[config.mk]
export PLATFORM = sky130hd
export DESIGN_NAME = prbs31_checker_32b
export DESIGN_NICKNAME = d
export VERILOG_FILES = /design/src/rtl/prbs31_checker_32b.sv
export SDC_FILE = /design/constraint.sdc
export NUM_CORES = 1
export LEC_CHECK = 0
export ABC_AREA = 1
export CORE_ASPECT_RATIO = 1.1
export CORE_UTILIZATION = 40
export CTS_CLUSTER_DIAMETER = 80
export CTS_CLUSTER_SIZE = 40
export DETAILED_ROUTE_END_ITERATION = 8
export PLACE_DENSITY = 0.73
export SLEW_MARGIN = 20
export SYNTH_ARGS = -nofsm -noshare
export SYNTH_HDL_FRONTEND = slang
export SYNTH_SLANG_ARGS = --single-unit
[constraint.sdc]
create_clock -name clk -period 6 [get_ports clk]
set_clock_uncertainty 0.15 [all_clocks]
set_input_delay 1.5 -clock clk [delete_from_list [all_inputs] [get_ports clk]]
set_output_delay 1.5 -clock clk [all_outputs]
set_load 0.1 [all_outputs]
[src/rtl/prbs31_checker_32b.sv]
// Receive-side PRBS31 (x^31 + x^28 + 1) checker, 32 bits per clock: self-syncs, then counts errored words/bits and lock losses.
// Optional: define PRBS_CHK_BITERR_EN to build the errored-bit popcount and err_bit_cnt accumulator.
module prbs31_checker_32b #(
  parameter int LOCK_CNT   = 64,
  parameter int UNLOCK_CNT = 4,
  parameter int CNT_W      = 32
) (
  input  logic             clk,
  input  logic             reset,
  input  logic             rx_valid,
  input  logic [31:0]      rx_data,
  input  logic             clear,
  output logic             locked,
  output logic             err_flag,
  output logic [CNT_W-1:0] err_word_cnt,
  output logic [CNT_W-1:0] err_bit_cnt,
  output logic [15:0]      lock_loss_cnt
);

  localparam logic SEARCH = 1'b0;
  localparam logic LOCKED = 1'b1;
  localparam int   MW     = $clog2(LOCK_CNT + 1);
  localparam int   BW     = $clog2(UNLOCK_CNT + 1);

  function automatic logic [31:0] prbs_next(input logic [31:0] p);
    logic [31:0] n;
    n[31:4] = p[30:3] ^ p[27:0];
    n[3:0]  = {p[2:0], n[31]} ^ n[31:28];
    return n;
  endfunction

  logic          state;
  logic [31:0]   rx_prev;
  logic          prev_vld;
  logic [MW-1:0] match_cnt;
  logic [BW-1:0] bad_cnt;
  logic [31:0]   exp_w;
  logic          word_pend;
  logic          loss_pend;

  logic [31:0] diff;
  logic        rx_match;

  assign diff     = rx_data ^ exp_w;
  assign rx_match = (rx_data == prbs_next(rx_prev)) && (rx_data != 32'h0);
  assign locked   = (state == LOCKED);

  always_ff @(posedge clk) begin
    if (!reset) begin
      state     <= SEARCH;
      rx_prev   <= '0;
      prev_vld  <= 1'b0;
      match_cnt <= '0;
      bad_cnt   <= '0;
      exp_w     <= '0;
      err_flag  <= 1'b0;
      word_pend <= 1'b0;
      loss_pend <= 1'b0;
    end else begin
      err_flag  <= 1'b0;
      word_pend <= 1'b0;
      loss_pend <= 1'b0;
      if (rx_valid) begin
        if (state == SEARCH) begin
          rx_prev  <= rx_data;
          prev_vld <= 1'b1;
          if (!prev_vld || !rx_match) begin
            match_cnt <= '0;
          end else if (match_cnt == MW'(LOCK_CNT - 1)) begin
            state     <= LOCKED;
            exp_w     <= prbs_next(rx_data);
            bad_cnt   <= '0;
            match_cnt <= '0;
          end else begin
            match_cnt <= match_cnt + 1'b1;
          end
        end else begin
          // Reference free-runs so a single flipped bit is charged once.
          exp_w <= prbs_next(exp_w);
          if (diff != 32'h0) begin
            err_flag  <= 1'b1;
            word_pend <= 1'b1;
            if (bad_cnt == BW'(UNLOCK_CNT - 1)) begin
              state     <= SEARCH;
              loss_pend <= 1'b1;
              rx_prev   <= rx_data;
              prev_vld  <= 1'b1;
              match_cnt <= '0;
              bad_cnt   <= '0;
            end else begin
              bad_cnt <= bad_cnt + 1'b1;
            end
          end else begin
            bad_cnt <= '0;
          end
        end
      end
      // A clear drops events still in flight to the counters.
      if (clear) begin
        word_pend <= 1'b0;
        loss_pend <= 1'b0;
      end
    end
  end

  always_ff @(posedge clk) begin
    if (!reset || clear) begin
      err_word_cnt  <= '0;
      lock_loss_cnt <= '0;
    end else begin
      if (word_pend && (err_word_cnt != '1))  err_word_cnt  <= err_word_cnt + 1'b1;
      if (loss_pend && (lock_loss_cnt != '1)) lock_loss_cnt <= lock_loss_cnt + 1'b1;
    end
  end

`ifdef PRBS_CHK_BITERR_EN
  localparam int SW = ((CNT_W > 6) ? CNT_W : 6) + 1;
  localparam logic [SW-1:0] CNT_MAX = {{(SW-CNT_W){1'b0}}, {CNT_W{1'b1}}};

  logic [31:0]   diff_q;
  logic [5:0]    pop;
  logic [SW-1:0] bit_sum;

  always_ff @(posedge clk) begin
    if (!reset) diff_q <= '0;
    else if (rx_valid && (state == LOCKED) && !clear) diff_q <= diff;
    else diff_q <= '0;
  end

  always_comb begin
    pop = '0;
    for (int i = 0; i < 32; i++) pop = pop + 6'(diff_q[i]);
  end

  assign bit_sum = SW'(err_bit_cnt) + SW'(pop);

  always_ff @(posedge clk) begin
    if (!reset || clear)        err_bit_cnt <= '0;
    else if (bit_sum > CNT_MAX) err_bit_cnt <= '1;
    else                        err_bit_cnt <= bit_sum[CNT_W-1:0];
  end
`else
  assign err_bit_cnt = '0;
`endif

endmodule

==> metrics.md, run 1 <==
| Metric | Value |
|---|---|
| Post-synth EDFFs | 0 |
| Cell family with most CP delay | simple AND/OR/NAND/NOR gates |
| #FFs+latches synth | 126 |
| Worst setup margin | 1.713 ns |
| Commonest non-fill, non-tap cell in the layout | nand2_1 |
| Largest stage delay on the critical path | 0.69 ns |
| Sequential-to-total area share from yosys stat | 0.3010 |
| Synthesis-to-layout area growth | 16.02% |
| CTS tree | done |
| FMAX | 233.3 MHz |
| Skew-Pair Late Insertion Delay | 0.42 ns |
| Vias | 8488 |
| Die width | 140.0 um |
| CTS Root Cell | clkbuf_16 |
| Full die area | 21530 sq um |
| DPL Wire Length | 15.97 mm |
| Fin Setup TNS | 0 ns |
| Status | finished clean |
| Clk buf depth | 2 |
| Synth warn | 0 |
| Post-layout util | 0.4725 |
| Commonest cells after routing, fill and taps aside | nand2_1 (384), nor2_1 (146), dfxtp_1 (126) |
| IO buf count | 85 |
| Yosys top cell by area | dfxtp_1 |
| Synth Area per Inst | 6.273 sq um |
| CTS buffer count | 17 |
| DRT iter0 DRCs | 614 |
| Setup bufs post-CTS | 0 |
| Relative slew slack | 0.3257 |
| Share of flip-flops with an asynchronous set or reset | 0 |
| Drt wl/cell | 13.72 um |
| Total GRT Usage | 0.2142 |
| Mapped Cells | 1336 |
| Starting Density | 0.4073 |
| DR vias/cell | 5.144 |
| Antenna violations before repair | 0 |
| Worst r2r src | locked |
| Most used flip-flop cell after synthesis | dfxtp_1 |
| LEAKAGE | 4.101 nW |
| CTS Sinks | 126 |
| Critical Path RT | 6.16 ns |
| Final setup vio count | 0 |
| Reg2Reg Setup Slack | 3.01 ns |
| CP endpoint kind | flop |
| Synth top area cells | dfxtp_1 (30%), nand2_1 (17%), nor2_1 (6.5%), a21oi_1 (6.2%), inv_1 (5.5%) |
| I/O Pins | 118 |
| DR pass1 iterations | 5 |
| Reg2reg end | rx_prev[2] |
| Htree depth | 4 |
| Slowest stage cell, crit path | clkdlybuf4s50_1 |
| Cell Area, Synth | 8381 sq um |
| Final ANT Viol Nets | 0 |
| Hold Startpoint | bad_cnt[2] |
| Min-Delay Endpoint | loss_pend |
| DP Worst Slack | 1.348 ns |
| Total grt overflow | 0 |
| CP Data Arrival Time | 4.45 ns |
| Final-layout fill cell count | 2059 |
| Nets@finish | 1421 |
| Period Utilization, post-route | 0.7145 |
| Hold Path Stages | 1 |
| FP Rows | 55 |
| Worst R2R Path Depth | 7 |
| CTS Hold Bufs | 0 |
| Top cell type's share of synthesized area | 0.3010 |
| Min Tclk post-route | 4.287 ns |
| Share of cells above drive strength 1 | 0.04376 |
| Final hold violations | 0 |
| Post-Route WL | 22.64 mm |
| CP cell instances | clkdlybuf4s50_1 -> inv_1 -> nand2_1 -> nand2_1 -> inv_1 -> nand2_1 -> nand2_1 -> nand2_1 -> nor2_1 -> nand3_1 -> nor2_1 -> nand3_1 -> nand2_4 -> nand2_2 -> o21bai_1 -> inv_1 |
| Gpl congestion | 0.9072 |
| Worst hold path class | reg -> reg |
| # diodes | 0 |
| Chip height | 153.8 um |
| Worst VDD drop | 0.2160 mV |
| Pwr/cell area | 256.6 nW/um^2 |
| CP Buf/Inv Count | 4 |
| Cell with the most instances on the worst path | nand2_1 |
| CTS clk-pin slew, worst paths | 0.05 ns |
| RSZ-0062 raised after global routing | no |
| Worst setup SP type | input port |
| Pins Over Slew Limit | 0 |
| Drt drc | 0 |
| Worst setup path category | in -> reg |
| Largest net degree at the start of global routing | 71 |
| Max Cap Violations | 0 |
| Distinct cells, synth | 44 |
| Worst-Margin Slew | 1.008 ns |
| Vias in the first global route | 7684 |
| Cts repair resizes | 0 |
| Core area | 20580 sq um |
| CP max FO | 63 |
| First-pass GRT wire length | 37.30 mm |
## how the worst max path moves through the flow
stage | start | to | slack, ns | cells after the start
final | rx_data[2] | bad_cnt[2] | 1.71 | 16
after global routing | rx_data[19] | rx_prev[0] | 1.44 | 13
after global placement | rx_data[2] | bad_cnt[2] | 1.34 | 16
after floorplan | rx_data[3] | exp_w[23] | 2.97 | 16
after CTS | rx_data[2] | bad_cnt[2] | 1.79 | 16
after detailed placement | rx_data[2] | bad_cnt[2] | 1.35 | 16
## flip-flops by register name, indices dropped and copies added (netlist names)
signal	count
match_cnt	7
rx_prev	31
err_flag	1
word_pend	1
loss_pend	1
prev_vld	1
locked	1
err_word_cnt	32
exp_w	32
bad_cnt	3
lock_loss_cnt	16
## metal layers
layer | track usage | vias to the layer above | routed length [um]
met1 | 0.2737 | 3856 | 9941
met4 | 0.08634 | 0 | 524
met5 | 0 | - | 0
met3 | 0.03363 | 43 | 1420
met2 | 0.3590 | 303 | 10750
li1 | - | 4286 | -
## cells in the mapped netlist, types with 2 or more instances
cell type,number
nor4_1,5
xor2_1,45
o21bai_1,4
nor3b_1,2
buf_4,37
dfxtp_1,126
buf_1,5
o211a_1,2
clkinv_1,2
o21ai_1,17
nand3_2,3
nor3_1,13
clkbuf_1,19
clkbuf_2,5
a21o_1,2
a22oi_1,7
ha_1,4
o21ai_0,72
nand4_1,16
nand2_2,2
nand2_4,2
and3_1,3
inv_1,123
nand2_1,384
inv_2,12
nor2_1,146
nand3b_1,6
xnor2_1,39
nand3_1,87
a21oi_1,104
or2_0,2
o21a_1,2
nor2_2,2
buf_6,11
buf_2,16
## power breakdown
group / switching, mW / internal, mW
clock network: 0.408 / 0.738
logic: 0.309 / 0.132
registers: 0.0399 / 0.869
total: 0.757 / 1.74
## final cells by class
| type | count | area, sq um | share of cell area |
|---|---|---|---|
| clock buffer | 18 | 429.2 | 0.04414 |
| multi-input combinational | 1010 | 4848 | 0.4986 |
| clock inverter | 14 | 216.5 | 0.02226 |
| inverter | 137 | 515.5 | 0.05302 |
| tap | 256 | 320.3 | 0.03294 |
| timing repair buffer | 89 | 870.8 | 0.08956 |
| sequential | 126 | 2522 | 0.2594 |
## kinds of logic (layout without fill, tap and decap cells)
group                      count (synthesis)  after routing  synth area share
other                                      1             32         0.0004475
and+or+nand+nor                          676            676            0.3356
buffers and inverters                    231            258            0.1344
adders and majority gates                  4              4          0.005972
xor gates and xnor gates                  84             84           0.08779
AOI/OAI and AO/OA                        214            214            0.1348
DFF                                      126            126            0.3010
## through the flow
stage               std cells  total power [mW]  area [sq um]  hold WS (ns)
detailed placement       1618             1.362          9076        0.2911
finish                   1650             2.495          9723        0.3137
global route             1650             2.606          9723        0.3554
global placement         1618             1.355          9076        0.2938
floorplan                1367             1.293          8497        0.2723
CTS                      1650             2.503          9722        0.3031
(Power assumes the default switching activity.)
==> inputs of run 2 (changes only) <==
==> constraint.sdc (replaced) <==
create_clock -name clk -period 4.3 [get_ports clk]
set_clock_uncertainty 0.15 [all_clocks]
set_input_delay 1.075 -clock clk [delete_from_list [all_inputs] [get_ports clk]]
set_output_delay 1.075 -clock clk [all_outputs]
set_load 0.1 [all_outputs]
==> run 2 against run 1 <==
  * Routed wire length is 1.0% lower
  * Hold slack improved by 0.0025 ns
  * Register-to-register slack worse by 1.3 ns
  * Global-route usage down 0.17 points
  * Non-clock buffer count grew 3
  * Worst setup slack lost 0.87 ns
  * Critical endpoint is now exp_w[3]
  * Highest routed layer unchanged
==> metrics.md, run 2 (synthesis gave the netlist of run 1 again) <==
| Metric | Value |
|---|---|
| Critical Path RT | 4.46 ns |
| DP Worst Slack | 0.4525 ns |
| Nets@finish | 1424 |
| Top Registers | err_word_cnt x32, exp_w x32, rx_prev x31 |
| Period Utilization, post-route | 0.8037 |
| Worst setup path category | in -> reg |
| Synthesis-to-layout area growth | 15.80% |
| Max Cap Violations | 0 |
| Setup bufs post-CTS | 0 |
| Post-Place Cell Area | 9109 sq um |
| CTS Root Cell | clkbuf_16 |
| Largest net degree at the start of global routing | 70 |
| First-pass GRT wire length | 37.18 mm |
| Skew-Pair Late Insertion Delay | 0.42 ns |
| Commonest cells after routing, fill and taps aside | nand2_1 (384), nor2_1 (146), dfxtp_1 (126) |
| DR pass1 iterations | 5 |
| Min Tclk post-route | 3.456 ns |
| Worst setup margin | 0.8442 ns |
| Status | finished clean |
| Final hold violations | 0 |
| Int Pwr | 2.279 mW |
| Comb pwr share | 0.185 |
| Gpl congestion | 0.8748 |
| Starting Density | 0.4073 |
| Worst hold path class | reg -> reg |
| Core area | 20580 sq um |
| Share of cells above drive strength 1 | 0.04724 |
| # diodes | 0 |
| CTS Hold Bufs | 0 |
| FP Rows | 55 |
| CP endpoint kind | flop |
| Slowest stage cell, crit path | clkdlybuf4s50_1 |
| Post-Route WL | 22.41 mm |
| Final setup vio count | 0 |
| Clock power frac | 0.436 |
| Vias | 8471 |
| RSZ-0062 raised after global routing | no |
| Pins Over Slew Limit | 0 |
| Final ANT Viol Nets | 0 |
| Full die area | 21530 sq um |
| LEAKAGE | 4.112 nW |
| Chip height | 153.8 um |
| Cts repair resizes | 0 |
| CTS Sinks | 126 |
| Worst setup SP type | input port |
| Worst-Margin Slew | 0.9843 ns |
| Antenna violations before repair | 0 |
| Final instance area | 9704 sq um |
| CP cell instances | clkdlybuf4s50_1 -> inv_1 -> nand3_1 -> nand2_1 -> inv_1 -> nand2_1 -> nor2_1 -> nand3_1 -> nor2_1 -> nand3_1 -> nand2_4 -> buf_4 -> nand3_1 -> nand2_1 -> nor2_1 |
| Drt drc | 0 |
| Relative slew slack | 0.3417 |
| CTS tree | done |
| DRT iter0 DRCs | 623 |
| CTS clk-pin slew, worst paths | 0.06 ns |
| Htree depth | 4 |
| DR vias/cell | 5.125 |
| Fin Setup TNS | 0 ns |
| Total grt overflow | 0 |
| Vias in the first global route | 7705 |
| DPL Wire Length | 16.20 mm |
| Sw Pwr | 1.070 mW |
| CP Data Arrival Time | 3.61 ns |
| FMAX | 289.4 MHz |
| CTS buffer count | 17 |
| Cell with the most instances on the worst path | nand3_1 |
| Share of power burned in registers | 0.379 |
| Post-layout util | 0.4716 |
| Worst VDD drop | 0.2933 mV |
| IO buf count | 85 |
| Total GRT Usage | 0.2125 |
| I/O Pins | 118 |
| CP max FO | 41 |
| Commonest non-fill, non-tap cell in the layout | nand2_1 |
| Clk buf depth | 2 |
| Drt wl/cell | 13.56 um |
| Die width | 140.0 um |
| Pwr/cell area | 345.1 nW/um^2 |
| Switching share of total power | 0.3196 |
| Largest stage delay on the critical path | 0.70 ns |
## run 2: changes by cell type in the layout (fill, tap and decap cells not counted), moves of 2 or more
cell | before | now
bufinv_16 | 5 | 2
clkinvlp_4 | 4 | 1
inv_6 | 1 | 5
buf_4 | 4 | 7
clkinv_4 | 2 | 4
## run 2: cell type report
type | count | area (sq um)
clock buffers | 18 | 439.2
clock inverters | 14 | 156.4
fillers | 2099 | 10870
inverters | 137 | 514.2
multi-input cells | 1010 | 4848
flip-flops and latches | 126 | 2522
well taps | 256 | 320.3
repair buffers | 92 | 903.4
## run 2: worst paths after layout
check | from | end | slack (ns) | cells past startpoint
worst max register to register | err_word_cnt[14] | err_word_cnt[21] | 1.67 | 12
worst min-delay path | bad_cnt[2] | loss_pend | 0.32 | 1
worst max-delay path | rx_data[17] | exp_w[3] | 0.84 | 15
worst min register to register | bad_cnt[2] | loss_pend | 0.32 | 1
## run 2: metrics by stage
step | hold slack, ns | std cells | power (mW)
after CTS | 0.3228 | 1653 | 3.368
final | 0.3162 | 1653 | 3.349
after detailed placement | 0.3029 | 1621 | 1.905
after floorplan | 0.2723 | 1367 | 1.804
after global placement | 0.2946 | 1621 | 1.898
after global routing | 0.3534 | 1653 | 3.503
## run 2: worst max-delay path, delay by kind of cell
kind / cells / cell delay, ns
simple gates: 11 / 1.41
buf+inv: 4 / 1.11
## run 2: routing by layer
metal / track usage / part of all wire / wire length [um]
met5: 0 / 0 / 0
met4: 0.07012 / 0.021 / 469
met3: 0.03955 / 0.055 / 1226
met2: 0.3612 / 0.48 / 10660
met1: 0.2693 / 0.45 / 10050
## run 2: power by group through the flow
stage	sequential, mW	combinational [mW]	clock [mW]
finish	1.27	0.621	1.46
global route	1.27	0.688	1.54
CTS	1.27	0.617	1.49
detailed placement	1.29	0.613	0
global placement	1.29	0.607	0
floorplan	1.28	0.524	0
==> inputs of run 3 (changes only) <==
--- a/config.mk
+++ b/config.mk
@@ -11,7 +11,7 @@
 export CTS_CLUSTER_DIAMETER = 80
 export CTS_CLUSTER_SIZE = 40
 export DETAILED_ROUTE_END_ITERATION = 8
-export PLACE_DENSITY = 0.73
+export PLACE_DENSITY = 0.75
 export SLEW_MARGIN = 20
 export SYNTH_ARGS = -nofsm -noshare
 export SYNTH_HDL_FRONTEND = slang
==> constraint.sdc (replaced) <==
create_clock -name clk -period 3 [get_ports clk]
set_clock_uncertainty 0.15 [all_clocks]
set_input_delay 0.75 -clock clk [delete_from_list [all_inputs] [get_ports clk]]
set_output_delay 0.75 -clock clk [all_outputs]
set_load 0.1 [all_outputs]
==> run 3 against run 2 <==
  * First-iteration DRC count fell by 19%
  * Sequential power is 43% higher
  * Critical path type unchanged
  * Utilization rose by 1.5 points
  * Hold slack better by 0.0061 ns
  * Total power rose by 44%
  * Die area stayed put
  * Worst setup slack worse by 0.58 ns
  * Routed wire length grew 2.2%
  * Largest power group unchanged
  * Sequential share of layout area down 0.80 points
  * Via count is 1.5% higher
  * Flip-flop and latch count is the same
==> metrics.md, run 3 (synthesis gave the netlist of run 1 again) <==
| Metric | Value |
|---|---|
| Worst-Margin Slew | 0.7888 ns |
| IO buf count | 85 |
| CTS buffer count | 17 |
| Final instance area | 10010 sq um |
| CP Buf/Inv Count | 2 |
| Slowest stage cell, crit path | clkdlybuf4s50_1 |
| Worst setup path category | in -> reg |
| Full die area | 21530 sq um |
| WL met2 | 10.91 mm |
| I/O Pins | 118 |
| RSZ-0062 raised after global routing | no |
| Met1 Wirelength | 10.07 mm |
| Cell family with most CP delay | simple AND/OR/NAND/NOR gates |
| Max Used Layer | met4 |
| Final hold violations | 0 |
| Period Utilization, post-route | 0.9128 |
| Worst setup SP type | input port |
| Reg2reg end | lock_loss_cnt[15] |
| Met3 WL | 1.402 mm |
| Final setup vio count | 0 |
| Final-layout fill cell count | 2078 |
| Launch point of the worst path | rx_data[6] |
| LEAKAGE | 4.469 nW |
| Commonest cells after routing, fill and taps aside | nand2_1 (384), nor2_1 (146), dfxtp_1 (126) |
| Critical Path Sink | exp_w[8] |
| DRT iter0 DRCs | 502 |
| Largest net degree at the start of global routing | 47 |
| Die width | 140.0 um |
| Worst R2R Path Depth | 14 |
| Worst hold path class | reg -> reg |
| Starting Density | 0.4073 |
| Largest stage delay on the critical path | 0.69 ns |
| Min Tclk post-route | 2.738 ns |
| FMAX | 365.2 MHz |
| Commonest non-fill, non-tap cell in the layout | nand2_1 |
| Pwr/cell area | 481.2 nW/um^2 |
| CP max FO | 29 |
| Hold_ws | 0.3223 ns |
| Sequential Area | 2522 sq um |
| CTS Hold Bufs | 0 |
| Drt wl/cell | 13.42 um |
| Cell with the most instances on the worst path | nand2_1 |
| Critical Path RT | 3.16 ns |
| Total GRT Usage | 0.2153 |
| Setup bufs post-CTS | 0 |
| Nets@finish | 1477 |
| CTS tree | done |
| Gpl congestion | 0.9041 |
| Vias in the first global route | 7734 |
| CTS Sinks | 126 |
| Reg2Reg Setup Slack | 0.63 ns |
| DR vias/cell | 5.035 |
| Worst VDD drop | 0.4087 mV |
| Cts repair resizes | 0 |
| Antenna violations before repair | 1 |
| Clk buf depth | 2 |
| CTS clk-pin slew, worst paths | 0.06 ns |
| Share of cells above drive strength 1 | 0.1145 |
| FP Rows | 55 |
| Relative slew slack | 0.4741 |
| Max Cap Violations | 0 |
| Pins Over Slew Limit | 0 |
| DPL Wire Length | 16.98 mm |
| Levels on crit path | 13 |
| Total grt overflow | 0 |
| Synthesis-to-layout area growth | 19.48% |
| Chip height | 153.8 um |
| First-pass GRT wire length | 37.27 mm |
| Final ANT Viol Nets | 0 |
| Core area | 20580 sq um |
| DR pass1 iterations | 5 |
| Status | finished clean |
| CP Data Arrival Time | 2.90 ns |
| Worst r2r src | lock_loss_cnt[0] |
| CTS Root Cell | clkbuf_16 |
| Skew-Pair Late Insertion Delay | 0.42 ns |
| Post-Place Cell Area | 9434 sq um |
| Multi-input gate area | 4848 sq um |
| Vias | 8595 |
| Drt drc | 0 |
| Post-Route WL | 22.90 mm |
| CP cell instances | clkdlybuf4s50_1 -> o21ai_0 -> nand2_1 -> nand2_1 -> nor2_1 -> nand2_1 -> nor2_1 -> nand3_1 -> nand2_4 -> buf_12 -> nand3_1 -> nand2_1 -> nor2_1 |
| Htree depth | 4 |
| CP endpoint kind | flop |
| Top Registers | err_word_cnt x32, exp_w x32, rx_prev x31 |
| Post-layout util | 0.4867 |
## run 3: cell type report
cell class                      instances  share of cell area
Multi-Input combinational cell       1010              0.4842
Inverter                              137             0.05136
Clock buffer                           21             0.04598
Timing Repair Buffer                  145              0.1227
Antenna cell                            1           0.0002499
Clock inverter                         11             0.01162
Sequential cell                       126              0.2519
Tap cell                              256             0.03199
## run 3: worst register-to-register path, cell delays in order, from the launching register on
cell and delay, ns:
dfxtp_1 0.34, ha_1 0.23, nand3_1 0.11, nor2_1 0.06
nand3_1 0.06, nand2_1 0.17, inv_1 0.17, nand2_1 0.10
nor2_1 0.28, nand2_1 0.12, nor3_1 0.24, nand2_1 0.11
nand2_1 0.07, nand2_1 0.04, nor2_1 0.08
## run 3: worst min-delay path by stage
stage               cells past startpoint         to       start
finish                                  1  loss_pend  bad_cnt[2]
global route                            1  loss_pend  bad_cnt[2]
CTS                                     1  loss_pend  bad_cnt[2]
detailed placement                      1  loss_pend  bad_cnt[2]
global placement                        1  loss_pend  bad_cnt[2]
floorplan                               1  loss_pend  bad_cnt[2]
## run 3: power breakdown
group	internal (mW)	total [mW]	leakage [nW]	switching [mW]
Sequential	1.74	1.82	1.03	0.0805
Clock	1.26	2.05	0.279	0.787
Combinational	0.321	0.953	3.16	0.632
## run 3: stage by stage
stage | setup TNS, ns | power (mW) | setup slack (ns) | instances
floorplan | 0 | 2.585 | 0.3436 | 1367
global placement | -1.295 | 2.781 | -0.07191 | 1674
detailed placement | -3.309 | 2.793 | -0.1205 | 1674
CTS | 0 | 4.838 | 0.3174 | 1706
global route | 0 | 5.025 | 0.05178 | 1707
finish | 0 | 4.819 | 0.2615 | 1707
## run 3: layer usage
metal / vias to the layer above / GRT usage
met3: 39 / 0.03706
met4: 0 / 0.08634
met2: 312 / 0.3712
met1: 3850 / 0.2649
li1: 4394 / -
met5: - / 0
